===== config.mk =====
export PLATFORM = sky130hd
export DESIGN_NAME = cu_pipe
export DESIGN_NICKNAME = d
export VERILOG_FILES = /design/src/rtl/cu_pipe.sv
export SDC_FILE = /design/constraint.sdc
export NUM_CORES = 1
export LEC_CHECK = 0
export BUFFER_PORTS_ARGS = -buffer_cell sky130_fd_sc_hd__buf_2
export CAP_MARGIN = 15
export CORE_MARGIN = 4
export CORE_UTILIZATION = 48
export DETAILED_ROUTE_END_ITERATION = 16
export HOLD_SLACK_MARGIN = 0.12
export PLACE_DENSITY = 0.79
export SLEW_MARGIN = 30
export SYNTH_ARGS = -nofsm -noshare
export SYNTH_HDL_FRONTEND = slang
export SYNTH_SLANG_ARGS = --single-unit

===== constraint.sdc =====
create_clock -name clk -period 2.15 [get_ports clk]
set_input_delay 0.43 -clock clk [delete_from_list [all_inputs] [get_ports clk]]
set_output_delay 0.43 -clock clk [all_outputs]
set_load 0.03 [all_outputs]

===== src/rtl/cu_pipe.sv =====
// Pipelined RV32I control unit: combinational ID decode, registered ID/EX controls,
// EX-stage branch/jump resolution with flush generation and a saturating redirect counter.
module cu_pipe #(
  parameter int unsigned ALUCTRL_W = 4,
  parameter bit          EN_MUL    = 1'b0,
  parameter int unsigned CNT_W     = 16
) (
  input  logic                 clk,
  input  logic                 rst,
  input  logic [31:0]          instr_d,
  input  logic                 valid_d,
  input  logic                 stall,
  input  logic                 Zero_e,
  input  logic                 LtS_e,
  input  logic                 LtU_e,
  output logic [2:0]           ImmSrc_d,
  output logic                 RegWrite_e,
  output logic                 MemWrite_e,
  output logic [1:0]           ResultSrc_e,
  output logic                 ALUsrc_e,
  output logic [ALUCTRL_W-1:0] ALUctrl_e,
  output logic [1:0]           PCsrc_e,
  output logic                 Flush,
  output logic                 illegal_e,
  output logic [CNT_W-1:0]     redirect_cnt
);

  localparam logic [6:0] OpR      = 7'b0110011;
  localparam logic [6:0] OpI      = 7'b0010011;
  localparam logic [6:0] OpLoad   = 7'b0000011;
  localparam logic [6:0] OpStore  = 7'b0100011;
  localparam logic [6:0] OpBranch = 7'b1100011;
  localparam logic [6:0] OpJal    = 7'b1101111;
  localparam logic [6:0] OpJalr   = 7'b1100111;
  localparam logic [6:0] OpLui    = 7'b0110111;
  localparam logic [6:0] OpAuipc  = 7'b0010111;

  localparam logic [3:0] AluAdd   = 4'b0000;
  localparam logic [3:0] AluSub   = 4'b0001;
  localparam logic [3:0] AluAnd   = 4'b0010;
  localparam logic [3:0] AluOr    = 4'b0011;
  localparam logic [3:0] AluXor   = 4'b0100;
  localparam logic [3:0] AluSll   = 4'b0101;
  localparam logic [3:0] AluSrl   = 4'b0110;
  localparam logic [3:0] AluSra   = 4'b0111;
  localparam logic [3:0] AluSlt   = 4'b1000;
  localparam logic [3:0] AluSltu  = 4'b1001;
  localparam logic [3:0] AluPassb = 4'b1010;
  localparam logic [3:0] AluMul   = 4'b1011;

  typedef struct packed {
    logic       reg_write;
    logic       mem_write;
    logic [1:0] result_src;
    logic       alu_src;
    logic [3:0] alu_ctrl;
    logic       branch;
    logic       jump;
    logic       jalr;
    logic       illegal;
    logic [2:0] funct3;
  } ctl_t;

  logic [6:0] opcode;
  logic [2:0] funct3;
  logic [6:0] funct7;
  ctl_t       dec;
  ctl_t       ex_q;
  logic       taken;
  logic [CNT_W-1:0] cnt_q;
  logic       unused_instr;

  assign opcode = instr_d[6:0];
  assign funct3 = instr_d[14:12];
  assign funct7 = instr_d[31:25];
  // Register specifiers and immediates are handled by the datapath.
  assign unused_instr = ^{instr_d[24:15], instr_d[11:7]};

  // alt selects SUB for funct3=000 and SRA for funct3=101.
  function automatic logic [3:0] alu_op(input logic [2:0] f3, input logic alt);
    logic [3:0] op;
    case (f3)
      3'b000:  op = alt ? AluSub : AluAdd;
      3'b001:  op = AluSll;
      3'b010:  op = AluSlt;
      3'b011:  op = AluSltu;
      3'b100:  op = AluXor;
      3'b101:  op = alt ? AluSra : AluSrl;
      3'b110:  op = AluOr;
      default: op = AluAnd;
    endcase
    return op;
  endfunction

  always_comb begin
    dec      = '0;
    ImmSrc_d = 3'b000;
    case (opcode)
      OpR: begin
        if (funct7 == 7'b0000001) begin
          if (EN_MUL && funct3 == 3'b000) begin
            dec.reg_write = 1'b1;
            dec.alu_ctrl  = AluMul;
          end else begin
            dec.illegal = 1'b1;
          end
        end else begin
          dec.reg_write = 1'b1;
          dec.alu_ctrl  = alu_op(funct3, funct7[5]);
        end
      end
      OpI: begin
        dec.reg_write = 1'b1;
        dec.alu_src   = 1'b1;
        dec.alu_ctrl  = alu_op(funct3, funct3 == 3'b101 && funct7[5]);
      end
      OpLoad: begin
        dec.reg_write  = 1'b1;
        dec.result_src = 2'b01;
        dec.alu_src    = 1'b1;
        dec.alu_ctrl   = AluAdd;
      end
      OpStore: begin
        dec.mem_write = 1'b1;
        dec.alu_src   = 1'b1;
        dec.alu_ctrl  = AluAdd;
        ImmSrc_d      = 3'b001;
      end
      OpBranch: begin
        if (funct3[2:1] == 2'b01) begin
          dec.illegal = 1'b1;
        end else begin
          dec.branch   = 1'b1;
          dec.alu_ctrl = AluSub;
          dec.funct3   = funct3;
          ImmSrc_d     = 3'b010;
        end
      end
      OpJal: begin
        dec.reg_write  = 1'b1;
        dec.result_src = 2'b10;
        dec.jump       = 1'b1;
        ImmSrc_d       = 3'b100;
      end
      OpJalr: begin
        dec.reg_write  = 1'b1;
        dec.result_src = 2'b10;
        dec.alu_src    = 1'b1;
        dec.alu_ctrl   = AluAdd;
        dec.jalr       = 1'b1;
      end
      OpLui: begin
        dec.reg_write = 1'b1;
        dec.alu_src   = 1'b1;
        dec.alu_ctrl  = AluPassb;
        ImmSrc_d      = 3'b011;
      end
      OpAuipc: begin
        dec.reg_write = 1'b1;
        dec.alu_src   = 1'b1;
        dec.alu_ctrl  = AluAdd;
        ImmSrc_d      = 3'b011;
      end
      default: dec.illegal = 1'b1;
    endcase
  end

  // Flush wins over stall so a held ID instruction is squashed on redirect.
  always_ff @(posedge clk or posedge rst) begin
    if (rst) begin
      ex_q <= '0;
    end else if (Flush) begin
      ex_q <= '0;
    end else if (!stall) begin
      ex_q <= valid_d ? dec : '0;
    end
  end

  always_comb begin
    taken = 1'b0;
    case (ex_q.funct3)
      3'b000:  taken = Zero_e;
      3'b001:  taken = !Zero_e;
      3'b100:  taken = LtS_e;
      3'b101:  taken = !LtS_e;
      3'b110:  taken = LtU_e;
      3'b111:  taken = !LtU_e;
      default: taken = 1'b0;
    endcase
  end

  always_comb begin
    PCsrc_e = 2'b00;
    if (ex_q.jalr) begin
      PCsrc_e = 2'b10;
    end else if (ex_q.jump || (ex_q.branch && taken)) begin
      PCsrc_e = 2'b01;
    end
  end

  assign Flush = (PCsrc_e != 2'b00);

  always_ff @(posedge clk or posedge rst) begin
    if (rst) begin
      cnt_q <= '0;
    end else if (Flush && cnt_q != '1) begin
      cnt_q <= cnt_q + CNT_W'(1);
    end
  end

  assign RegWrite_e   = ex_q.reg_write;
  assign MemWrite_e   = ex_q.mem_write;
  assign ResultSrc_e  = ex_q.result_src;
  assign ALUsrc_e     = ex_q.alu_src;
  assign ALUctrl_e    = ALUCTRL_W'(ex_q.alu_ctrl);
  assign illegal_e    = ex_q.illegal;
  assign redirect_cnt = cnt_q;

endmodule


# Yosys cells after proc, flatten, opt, wreduce, memory -nomap -nowiden
# Index checks and enable logic that the tools add are counted.
# word_totals
in_bits	39
regBits	32
# op_classes
n_reduce_logical	15
n_addsub	1
eq_ne	24
n_mux	30
# op_table
operator	n
one-hot mux 4 bit (7 select lines)	2
2-to-1 mux 16 bit	3
equality test 3 bit (second input constant)	7
equality test 7 x 6 -> 1 bit (second input constant)	3
equality test 7 bit (second input constant)	3
adder 16 x 1 -> 16 bit (second input constant)	1
!= test 16 bit (second input constant)	1
one-hot mux 4 bit (4 select lines)	1
equality test 7 x 5 -> 1 bit (second input constant)	2
2-to-1 mux 1 bit	13
one-hot mux 3 bit (4 select lines)	1
OR reduction 6 bit	2
equality test 7 x 1 -> 1 bit (second input constant)	1
equality test 7 x 2 -> 1 bit (second input constant)	1
OR reduction 7 bit	1
equality test 3 x 1 -> 1 bit (second input constant)	2
equality test 3 x 2 -> 1 bit (second input constant)	2
logical NOT 3 bit	2
2-to-1 mux 2 bit	3
2-to-1 mux 3 bit	2
one-hot mux 1 bit (6 select lines)	1
2-to-1 mux 4 bit	1
one-hot mux 2 bit (2 select lines)	1
OR reduction 2 bit	2
other kinds (8)	12

# Longest topological paths before layout
# Gate-level depths: netlist (run 1).
# depth
ltp_word	8
mapped_depth	7
depth_no_buf	6

# Worst setup path before layout (run 1)
# No wires, ideal clock.
# synth_path
path_kind	input to output
startpoint	input port instr_d[3]
endpoint	output port ImmSrc_d[1]
arrival_ns	1.498
path_slack_ns	0.222
path_stages	2
t_required_ns	1.720
path_cell_list	nand3b_1 -> o31ai_1
# synth_between
elab_chain_cells	3
# synth_rtl
item	line	source
start: declaration	10	input logic [31:0] instr_d,
equality test 7 x 5 -> 1 bit or equality test 7 x 6 -> 1 bit (tied branches)	98	case (opcode)
OR reduction 2 bit (no source line)	--	
one-hot mux 3 bit (4 select lines) (*)	98	
end: declaration	16	output logic [2:0] ImmSrc_d,
# Every way passes the cells marked *; elsewhere a longest branch is shown, timed or not.

# Final worst setup path (run 1)
# layout_path
startpoint	register ex_q[2] (netlist bit)
endpoint	output port PCsrc_e[0]
# layout_between
elab_chain_cells	6
# layout_rtl
item	line	source
start: declaration	68	ctl_t ex_q;
start signal: assignment	175	ex_q <= valid_d ? dec : '0;
equality test 3 bit (tied with other cells)	181	case (ex_q.funct3)
one-hot mux 1 bit (6 select lines) (*)	181	
logical AND 1 bit (*)	196	end else if (ex_q.jump || (ex_q.branch && taken)) begin
logical OR 1 bit (*)	196	
2-to-1 mux 1 bit (*)	196	
2-to-1 mux 2 bit (*)	194	if (ex_q.jalr) begin
end: declaration	22	output logic [1:0] PCsrc_e,
# Marked as above.

==> results by group, run 1 <==
GRT
  • Global-route wire length before repair: about 6400 µm
  • Number of global-route vias before repair: about 1400
  • Global route overflow: 0
  • Largest net degree at the start of global routing: 33
  • Initial antenna violation count: 0
  • GR Util All Layers: 18.3%

Floorplanning
  • Rows: 21
  • Die Ht: around 70 µm
  • Die area: 4760 µm²
  • Die extent in x: 69.0 µm
  • Core box area: 3470 µm²
  • Top Ports: 71
  • Initial core utilization: between 50% and 60%

Worst setup path
  • WS Path Type: register to primary output
  • Crit-path slowest cell: dfrtp_1
  • CP startpoint: ex_q[2]$_DFFE_PP0P_
  • Critical path cell sequence: mux2i_2 > mux2i_2 > nand2_1 > nor2_1 > nor2_1 > buf_2
  • Worst r2r dst: illegal_e$_DFFE_PP0P_
  • CP max stage delay: around 0.37 ns
  • Crit Reg-Reg Startpoint: ex_q[0]$_DFFE_PP0P_
  • Worst Path Arrival: between 1.5 and 2 ns
  • CP required: approximately 1.7 ns
  • Critical Path End: PCsrc_e[0]
  • Crit path depth: 6
  • Crit path buf inv count: 1
  • Crit path max fanout: 4
  • Critical Path End Type: primary output
  • R2r setup slk: 0.24 ns
  • CP Launch Type: register
  • Top delay family on crit path: multiplexers
  • Worst reg-to-reg path cell count: 7

Timing
  • Unrepaired setup endpoints after global routing: yes
  • Fin. max-slew vios: 0
  • Final Hold Fails: 0
  • Worst slew pin tran: around 0.40 ns
  • Fmax: between 400 and 500 MHz
  • Final period util: 98.8%
  • Tmin final: 2.13 ns
  • Slew HR: between 70% and 80%
  • Setup Skew: 0.00441 ns
  • Final setup fails: 0

Synthesis
  • Post-synth top flop: dfrtp_1
  • Post-Syn Instances: ~180
  • Largest family of logic cells by synthesized area: simple AND/OR/NAND/NOR gates
  • Synth Register Bits: 32
  • Yosys warning total: 0
  • Number of enable flip-flop cells after synthesis: 0
  • Post-Synthesis Net Count: 219
  • Post-Syn Area: ~1800 µm²
  • Fraction of the mapped netlist area in simple logic gates: roughly a quarter
  • Sequential fraction of the synthesis area: between 40 and 50%
  • Mux contribution to synthesized area: ~2.6%
  • Netlist cell types: 44
  • Post-synthesis adder-cell area fraction: 0.701%
  • Compound-Gate Fraction of Synth Area: roughly 15%
  • Xor/xnor share of the synthesized area: 6.87%
  • Syn avg cell area: approximately 10 µm²
  • Async SR Flop Fraction: 100%

Layout
  • Final Non-Filler Cells: approximately 280
  • Final cell utilization of the core: a little over three fifths
  • Nets@finish: approximately 280
  • Layout cells sized above 1: between 30 and 40%
  • Most common cell after layout, fill and taps aside: buf_2
  • Diodes inserted: 0
  • Area growth syn-to-layout: 22.0%
  • Most frequent cells in the layout: 55 x buf_2, 32 x dfrtp_1, 14 x nor2_1, 12 x xnor2_1, 10 x nand4_1
  • Cell area after layout: between 2000 and 2500 µm²

Routing
  • Final wirelength: 3990 µm
  • # DRC: 0
  • Wire per inst: between 10 and 15 µm
  • Final ANT Viol Nets: 0
  • Initial DRC count: 74
  • Via/cell ratio: 5.47
  • DR vias: roughly 1500
  • Total iterations of the first detailed-routing run: 4

Clocking
  • Clock sinks: 32
  • CTS clk-pin slew, worst paths: 0.07 ns
  • Worst-Skew Late Latency: between 0.2 and 0.3 ns
  • H-Tree Depth: 2
  • Max Root-Sink Buffers: 2
  • Root buffer cell: clkbuf_8
  • Hold-fix buffers at CTS: 0
  • CTS buffer count: 5
  • TritonCTS clock tree: built

Place
  • Detailed placer's ending HPWL: between 2000 and 3000 µm
  • Cell Area, Placed: 2060 µm²
  • Post-placement cell count: 272
  • PortBufs: 55
  • GPL Wtd Cong: 0.787

Power and ir drop
  • P per Cell Area: around 580 nW/µm²
  • P_leak: 1.12 nW
  • Power, Total: about 1.3 mW
  • Peak supply drop: ~0.44 mV

Run
  • # Max-Cap Violations: 0

Min path
  • Hold WC Path Type: input pin to asynchronous set/reset pin

Outcome
  • Status: completed
-- Yosys cell counts (2+ instances only) --
cell | number | area [µm²]
dfrtp_1 | 32 | 801
nor2_1 | 14 | 52.6
xnor2_1 | 12 | 105
nand4_1 | 10 | 62.6
a22o_1 | 9 | 78.8
nand2_1 | 9 | 33.8
nand3_1 | 8 | 40.0
o21ai_0 | 8 | 40.0
buf_4 | 7 | 52.6
nor3_1 | 6 | 30.0
a21oi_1 | 5 | 25.0
and3_1 | 5 | 31.3
clkbuf_1 | 4 | 15.0
nand2b_1 | 4 | 25.0
a31oi_1 | 3 | 18.8
and2_1 | 3 | 18.8
and4_1 | 3 | 26.3
inv_1 | 3 | 11.3
a221o_1 | 2 | 20.0
a32o_1 | 2 | 20.0
buf_6 | 2 | 22.5
mux2_1 | 2 | 22.5
nand3b_1 | 2 | 15.0
nor2b_1 | 2 | 12.5
nor4_1 | 2 | 12.5
xor2_1 | 2 | 17.5
-- cell type report --
type,instances,area (µm²)
flip-flops and latches,32,801
multi-input cells,129,872
clock buffers,8,90.1
repair buffers,64,343
inverters,4,15.0
fillers,313,1290
well taps,46,57.6
-- worst min-delay path by stage --
stage / from / end / depth (start not counted)
after floorplan: ResultSrc_e[0]$_DFFE_PP0P_ / ResultSrc_e[0]$_DFFE_PP0P_ / 1
after global placement: ResultSrc_e[0]$_DFFE_PP0P_ / ResultSrc_e[0]$_DFFE_PP0P_ / 1
after detailed placement: ResultSrc_e[0]$_DFFE_PP0P_ / ResultSrc_e[0]$_DFFE_PP0P_ / 1
after CTS: rst / ALUsrc_e$_DFFE_PP0P_ / 3
after global routing: rst / redirect_cnt[3]$_DFFE_PP0P_ / 3
final: rst / ALUsrc_e$_DFFE_PP0P_ / 3
-- metrics by stage --
stage | hold slack, ns | setup WS [ns] | setup TNS [ns]
global route | 0.263 | -0.0930 | -0.124
global placement | 0.473 | 0.193 | 0
finish | 0.219 | 0.0249 | 0
CTS | 0.226 | 0.0242 | 0
floorplan | 0.467 | 0.222 | 0
detailed placement | 0.477 | 0.189 | 0
-- state kept, by name, indices dropped and copies added, names as in the netlist --
register and cells:
ALUctrl_e 4, ALUsrc_e 1, MemWrite_e 1, RegWrite_e 1
ResultSrc_e 2, ex_q 6, illegal_e 1, redirect_cnt 16
-- cells by family after synthesis --
logic type / after synthesis
AND/OR/NAND/NOR: 75
AO/OA/AOI/OAI: 35
flip-flops: 32
buffers and inverters: 18
XOR/XNOR: 14
multiplexers: 4
adder cells (fa/ha/maj): 1
-- where the power goes --
part           internal [mW]  switching, mW
Combinational         0.0558         0.0962
Sequential             0.615         0.0165
Clock                  0.261          0.208
-- layer usage --
metal / global-route usage [%] / vias to the layer above / routed length, µm
li1: - / 769 / -
met4: 9.25 / 0 / 69
met5: 0 / - / 0
met2: 28.5 / 42 / 1870
met3: 3.89 / 7 / 192
met1: 24.0 / 730 / 1860
-- timing repair --
action,CTS,global route
buffers inserted,2,1
endpoints found under the setup margin,2,2
resized for setup,0,2
pin swaps,0,1
-- tightest hold or removal path: stages --
cell and delay [ns]:
buf_2 0.09, inv_1 0.04, buf_4 0.35
Note: power is estimated with default switching activity, not from simulation.
==> run 2: changes to the inputs <==
--- a/config.mk
+++ b/config.mk
@@ -7,5 +7,4 @@
 export LEC_CHECK = 0
 export BUFFER_PORTS_ARGS = -buffer_cell sky130_fd_sc_hd__buf_2
-export CAP_MARGIN = 15
 export CORE_MARGIN = 4
 export CORE_UTILIZATION = 48
@@ -17,2 +16,3 @@
 export SYNTH_HDL_FRONTEND = slang
 export SYNTH_SLANG_ARGS = --single-unit
+export TNS_END_PERCENT = 20
==> constraint.sdc (replaced) <==
create_clock -name clk -period 2.15 [get_ports clk]
set_input_delay 0.43 -clock clk [delete_from_list [all_inputs] [get_ports clk]]
set_output_delay 0.43 -clock clk [all_outputs]
set_load 0.1 [all_outputs]
==> run 2 against run 1 <==
Fmax is 2.2% higher; sequential power hardly changed; count of clock-buffer cells in the layout is 2 lower; cell count is 0.71% lower; critical path depth is 1 lower; setup slack better by 0.045 ns; combinational power is 51% higher; design area is 3.2% higher; highest routed layer unchanged; power is 13% higher; utilization is 2.0 points higher.
==> results by group, run 2 (synthesis gave the netlist of run 1 again) <==
Worst setup path
  • Critical path cell sequence: mux2i_2 > mux2i_2 > buf_4 > nand2_2 > buf_8
  • Top delay family on crit path: multiplexers
  • Worst Path Arrival: 1.65 ns (-0.05 ns)
  • Crit path buf inv count: 2 (+1)
  • Crit-path slowest cell: dfrtp_1
  • Crit path max fanout: 5 (+1)
  • CP startpoint: ex_q[2]$_DFFE_PP0P_
  • CP Launch Type: register
  • CP max stage delay: 0.37 ns (about the same)
  • Crit Reg-Reg Startpoint: ex_q[2]$_DFFE_PP0P_
  • WS Path Type: register to primary output
  • Crit-path most repeated cell: mux2i_2
  • CP required: 1.72 ns (about the same)
  • Critical Path End Type: primary output

Routing
  • # DRC: 0 (unchanged)
  • Via/cell ratio: 5.64 (+3.1%)
  • Final ANT Viol Nets: 0 (unchanged)
  • Wire per inst: 14.2 µm (+0.81%)
  • Total iterations of the first detailed-routing run: 4 (unchanged)
  • DR vias: 1585 (+2.4%)
  • Initial DRC count: 80 (+8.1%)
  • Final wirelength: 4000 µm (+0.10%)

Floorplanning
  • Die area: 4760 µm² (unchanged)
  • Core box area: 3470 µm² (unchanged)
  • Die extent in x: 69.0 µm (unchanged)
  • Initial core utilization: 51.5% (unchanged)
  • Top Ports: 71 (unchanged)
  • Die Ht: 69.0 µm (unchanged)
  • Rows: 21 (unchanged)

Timing
  • Slew HR: 67.3% (-5.9 points)
  • Fin. max-slew vios: 0 (unchanged)
  • Unrepaired setup endpoints after global routing: yes
  • Fmax: 481 MHz (+2.2%)
  • Final setup fails: 0 (unchanged)
  • Final Hold Fails: 0 (unchanged)
  • Tmin final: 2.08 ns (-0.0449 ns)
  • Final period util: 96.8% (-2.1 points)
  • Worst slew pin tran: 0.494 ns (+0.0931 ns)
  • Setup Skew: 0.00488 ns (+0.000465 ns)
  • Hold_ws: 0.218 ns (-0.00116 ns)
  • Setup ws final: 0.0698 ns (+0.0449 ns)

Clocking
  • TritonCTS clock tree: built
  • Clock sinks: 32 (unchanged)
  • Hold-fix buffers at CTS: 0 (unchanged)
  • Worst-Skew Late Latency: 0.28 ns (about the same)
  • Root buffer cell: clkbuf_8
  • H-Tree Depth: 2 (unchanged)
  • Max Root-Sink Buffers: 2 (unchanged)
  • CTS buffer count: 5 (unchanged)
  • CTS clk-pin slew, worst paths: 0.07 ns (about the same)

GRT
  • Global-route wire length before repair: 6420 µm (+1.1%)
  • Number of global-route vias before repair: 1445 (+4.5%)
  • GR Util All Layers: 18.2% (-0.14 points)
  • Initial antenna violation count: 0 (unchanged)
  • Global route overflow: 0 (unchanged)
  • Largest net degree at the start of global routing: 33 (unchanged)

Layout
  • Area growth syn-to-layout: 25.9%
  • Layout cells sized above 1: 33.6% (+0.71 points)
  • Most common cell after layout, fill and taps aside: buf_2
  • Max FFs per register: 16 (unchanged)
  • Diodes inserted: 0 (unchanged)
  • Fillers: 318 (+1.6%)
  • Final cell utilization of the core: 64.8% (+2.0 points)
  • Nets@finish: 274 (-0.72%)
  • Most frequent cells in the layout: 50 x buf_2, 32 x dfrtp_1, 13 x nor2_1, 12 x xnor2_1, 10 x nand4_1

Run
  • # Max-Cap Violations: 0 (unchanged)

Place
  • PortBufs: 55 (unchanged)
  • Pre-CTS worst setup slack: 0.169 ns (-0.0198 ns)
  • Detailed placer's ending HPWL: 3050 µm (+3.3%)
  • GPL Wtd Cong: 0.822 (+4.4%)

Outcome
  • Status: completed

Min path
  • Hold WC Path Type: input pin to asynchronous set/reset pin

Power and ir drop
  • P_leak: 1.13 nW (+1.1%)
  • Peak supply drop: 0.549 mV (+25%)
  • P per Cell Area: 631 nW/µm² (+9.7%)
==> run 2: stage by stage <==
| stage | total power [mW] | cell area, µm² | TNS, ns | instances |
|---|---|---|---|---|
| floorplan | 0.809 | 1800 | -2.31 | 179 |
| global placement | 0.868 | 2110 | 0 | 272 |
| detailed placement | 0.873 | 2110 | 0 | 272 |
| CTS | 1.43 | 2230 | 0 | 280 |
| global route | 1.48 | 2250 | -0.00362 | 281 |
| finish | 1.42 | 2250 | 0 | 281 |
==> run 2: repair_timing <==
action | in CTS | in global routing
setup endpoints to repair | 2 | 2
resized for setup | 3 | 3
hold endpoints to repair | 0 | 0
pin swaps | 0 | 0
setup buffers | 0 | 1
==> run 2: worst min-delay path, stage by stage <==
cell and delay (ns):
buf_2 0.09, inv_1 0.04, buf_4 0.35
==> run 2: area by class of cell <==
| cell class | instances | area, µm² | share of cell area [%] |
|---|---|---|---|
| Clock buffer | 6 | 72.6 | 3.23 |
| Tap cell | 46 | 57.6 | 2.56 |
| Clock inverter | 2 | 35.0 | 1.56 |
| Inverter | 4 | 15.0 | 0.668 |
| Sequential cell | 32 | 801 | 35.6 |
| Multi-Input combinational cell | 129 | 878 | 39.1 |
| Timing Repair Buffer | 62 | 389 | 17.3 |
==> run 2: final timing paths <==
| path | end | slack, ns | cells past startpoint |
|---|---|---|---|
| max | Flush | 0.07 | 5 |
| min | redirect_cnt[7]$_DFFE_PP0P_ | 0.22 | 3 |
| max reg2reg | ex_q[0]$_DFFE_PP0P_ | 0.30 | 6 |
| min reg2reg | ResultSrc_e[0]$_DFFE_PP0P_ | 0.49 | 1 |
| max in group asynchronous | ex_q[4]$_DFFE_PP0P_ | 1.65 | 3 |
| min in group clk | ex_q[0]$_DFFE_PP0P_ | 0.45 | 2 |
==> run 2: layer usage <==
layer	up-vias	part of all wire [%]	routed length, µm	GRT usage, %
met3	4	7.3	293	4.86
met4	0	0.83	33	5.84
met5	-	0	0	0
met1	763	44	1740	24.3
li1	761	-	-	-
met2	57	48	1930	28.6
==> run 2: where the power goes <==
part           total [mW]  switching (mW)  internal (mW)
combinational       0.230           0.173         0.0573
clock               0.557           0.214          0.344
sequential          0.631          0.0160          0.615
total                1.42           0.402           1.02
==> run 3: changes to the inputs <==
Settings changed: ABC_AREA set to 1, CORE_UTILIZATION 48 to 54, PLACE_DENSITY 0.79 to 0.85.
Clock period 2.15 ns to 2.7 ns, I/O delays scaled along.
==> run 3 against run 2 <==
Routed wire length grew 17%; global-route usage grew 1.6 points; design area grew 9.7%; combinational power grew 26%; power shrank 16%; synthesized cell count grew 66%; count of clock-buffer cells in the layout grew 1; clock power shrank 31%; critical path depth grew 4; clock skew grew 0.0014 ns; critical path type is now input pin to primary output; largest cell class unchanged; largest power group unchanged.
==> results by group, run 3 <==
Synthesis
  • Number of enable flip-flop cells after synthesis: 0 (unchanged)
  • Synth area leaders: dfrtp_1 38%, nand2_1 16%, inv_1 7.5%, nand3_1 6.4%, nor2_1 3.6%
  • Netlist cell types: 27 (-39%)
  • Async SR Flop Fraction: 100% (unchanged)
  • Yosys top cell area share: 38.0% (-6.9 points)
  • Syn avg cell area: 7.10 µm² (-29%)
  • Synth Register Bits: 32 (unchanged)
  • Top cell type by total area after synthesis: dfrtp_1
  • Post-synth top cells: 90 x nand2_1, 42 x inv_1, 32 x dfrtp_1
  • Post-Synthesis Net Count: 337 (+54%)
  • Post-Syn Instances: 297 (+66%)
  • Most numerous cell in the Yosys netlist: nand2_1
  • Yosys warning total: 0 (unchanged)
  • Post-Syn Area: 2110 µm² (+18%)
  • Post-synth top flop: dfrtp_1
  • Sequential fraction of the synthesis area: 38.0% (-6.9 points)

Routing
  • Final ANT Viol Nets: 0 (unchanged)
  • Final wirelength: 4680 µm (+17%)
  • # DRC: 0 (unchanged)
  • DR vias: 1987 (+25%)
  • Via/cell ratio: 5.01 (-11%)
  • Wire per inst: 11.8 µm (-17%)
  • Total iterations of the first detailed-routing run: 4 (unchanged)
  • Initial DRC count: 128 (+60%)

GRT
  • Largest net degree at the start of global routing: 33 (unchanged)
  • Number of global-route vias before repair: 1879 (+30%)
  • GR Util All Layers: 19.8% (+1.6 points)
  • Initial antenna violation count: 0 (unchanged)
  • Global route overflow: 0 (unchanged)
  • Global-route wire length before repair: 8000 µm (+25%)

Clocking
  • Max Root-Sink Buffers: 2 (unchanged)
  • Hold-fix buffers at CTS: 0 (unchanged)
  • TritonCTS clock tree: built
  • Root buffer cell: clkbuf_8
  • Postcts setup bufs: 0 (unchanged)
  • Clock sinks: 32 (unchanged)
  • Worst-Skew Late Latency: 0.28 ns (about the same)
  • CTS clk-pin slew, worst paths: 0.06 ns (about the same)
  • CTS buffer count: 5 (unchanged)
  • H-Tree Depth: 2 (unchanged)
  • Post_cts resized: 0 (-3)

Place
  • Detailed placer's ending HPWL: 3640 µm (+20%)
  • GPL Wtd Cong: 0.922 (+12%)
  • Post-placement cell count: 390 (+43%)
  • Pre-CTS worst setup slack: 0.283 ns (+0.113 ns)
  • PortBufs: 55 (unchanged)

Timing
  • Unrepaired setup endpoints after global routing: no
  • Tmin final: roughly 2.4 ns
  • Final setup TNS: 0 ns (unchanged)
  • Final period util: roughly nine tenths
  • Worst slew pin tran: 0.493 ns (-0.00103 ns)
  • Fin. max-slew vios: 0 (unchanged)
  • Fmax: just over 400 MHz
  • Setup ws final: 0.282 ns (+0.212 ns)
  • Setup Skew: 0.00626 ns (+0.00138 ns)
  • Hold_ws: 0.330 ns (+0.113 ns)
  • Final Hold Fails: 0 (unchanged)
  • Final setup fails: 0 (unchanged)
  • Slew HR: 67.4% (+0.068 points)

Min path
  • Hold WC Path Type: input pin to asynchronous set/reset pin

Floorplanning
  • Core box area: 3720 µm² (+7.1%)
  • Die area: 4970 µm² (+4.4%)
  • Rows: 22 (+4.8%)
  • Top Ports: 71 (unchanged)
  • Die Ht: 70.5 µm (+2.2%)
  • Initial core utilization: 56.8% (+5.3 points)
  • Die extent in x: 70.5 µm (+2.2%)

Power and ir drop
  • P_leak: 1.38 nW (+22%)
  • Switch share: 34.3% (+5.9 points)
  • Clock power frac: 32.1% (-7.2 points)
  • P per Cell Area: 483 nW/µm² (-23%)
  • Combinational power share: 24.3% (+8.1 points)
  • P_sw: 0.408 mW (+1.5%)
  • Peak supply drop: 0.316 mV (-43%)
  • Power, Total: 1.19 mW (-16%)
  • Seq pwr share: 43.7% (-0.8 points)
  • Internal power: 0.783 mW (-23%)

Worst setup path
  • Worst Path Arrival: 1.88 ns (+0.23 ns)
  • CP Launch Type: input pin
  • Crit-path most repeated cell: nand2_1
  • WS Path Type: input pin to primary output
  • Critical Path End Type: primary output
  • Crit path max fanout: 6 (+1)
  • Crit-path slowest cell: buf_2
  • Critical path cell sequence: buf_2 > inv_1 > nand2_1 > nor2_2 > nand2_1 > nor2_1 > inv_1 > nand2_1 > buf_2
  • CP max stage delay: 0.42 ns (+0.05 ns)
  • CP required: 2.16 ns (+0.44 ns)

Layout
  • Fillers: 319 (+0.31%)
  • Diodes inserted: 0 (unchanged)
  • Area growth syn-to-layout: 16.9%
  • Nets@finish: 389 (+42%)
  • Max FFs per register: 16 (unchanged)
  • Final Non-Filler Cells: 397 (+41%)
  • Layout cells sized above 1: 24.4% (-9.3 points)
  • Most frequent cells in the layout: 90 x nand2_1, 55 x buf_2, 42 x inv_1, 32 x dfrtp_1, 27 x nand3_1
  • Most common cell after layout, fill and taps aside: nand2_1

Run
  • # Max-Cap Violations: 0 (unchanged)

Outcome
  • Status: completed
run 3: cell types whose count changed in the layout (fill, tap and decap cells not counted), moves of 6 or more:
| cell | change |
|---|---|
| a22o_1 | -9 |
| buf_4 | -6 |
| inv_1 | +39 |
| nand2_1 | +82 |
| nand3_1 | +19 |
| nor2_1 | +7 |
| nor3_1 | +6 |
| xnor2_1 | -10 |
| xor2_1 | +6 |
run 3: worst paths after layout:
| check | start | endpoint | slack, ns | depth (start not counted) |
|---|---|---|---|---|
| min in group clk | ALUsrc_e$_DFFE_PP0P_ | ALUsrc_e$_DFFE_PP0P_ | 0.48 | 2 |
| min | rst | redirect_cnt[8]$_DFFE_PP0P_ | 0.33 | 3 |
| min reg2reg | ALUsrc_e$_DFFE_PP0P_ | ALUsrc_e$_DFFE_PP0P_ | 0.48 | 2 |
| max | instr_d[4] | ImmSrc_d[1] | 0.28 | 9 |
| max reg2reg | redirect_cnt[0]$_DFFE_PP0P_ | redirect_cnt[3]$_DFFE_PP0P_ | 0.94 | 8 |
| max in group asynchronous | rst | redirect_cnt[0]$_DFFE_PP0P_ | 2.09 | 3 |
run 3: power groups by stage:
| stage | clock network, mW | logic [mW] | registers [mW] |
|---|---|---|---|
| after detailed placement | 0 | 0.290 | 0.528 |
| after CTS | 0.393 | 0.290 | 0.520 |
| after floorplan | 0 | 0.0927 | 0.663 |
| after global routing | 0.422 | 0.308 | 0.523 |
| after global placement | 0 | 0.286 | 0.527 |
| final | 0.382 | 0.289 | 0.520 |
run 3: cell type report:
cell class	count	area, µm²	share of cell area [%]
multi-input combinational	208	1050	42.6
sequential	32	801	32.5
timing repair buffer	56	283	11.5
inverter	46	175	7.10
clock buffer	7	96.3	3.91
tap	48	60.1	2.44
run 3: through the flow:
step	instance area [µm²]	utilization, %
global placement	2370	63.8
floorplan	2110	-
global route	2470	66.4
finish	2470	66.4
CTS	2470	66.4
detailed placement	2370	63.8
run 3: layer usage:
layer	routed length, µm	GRT usage, %	part of all wire, %	vias to the layer above
li1	-	-	-	1040
met2	2270	33.2	48	50
met5	0	0	0	-
met4	22	5.32	0.47	0
met1	2090	24.3	45	895
met3	303	6.76	6.5	2
run 3: cells by family after synthesis:
logic type,count (synthesis),synth area share (%)
and+or+nand+nor,176,39.2
buffers and inverters,57,12.4
DFF,32,38.0
AOI/OAI and AO/OA,21,5.69
xor gates and xnor gates,10,4.15
adders and majority gates,1,0.593
run 3: critical path, delay by kind of cell:
kind,cells,cell delay (ns)
buffers and inverters,4,0.68
AND/OR/NAND/NOR,5,0.64
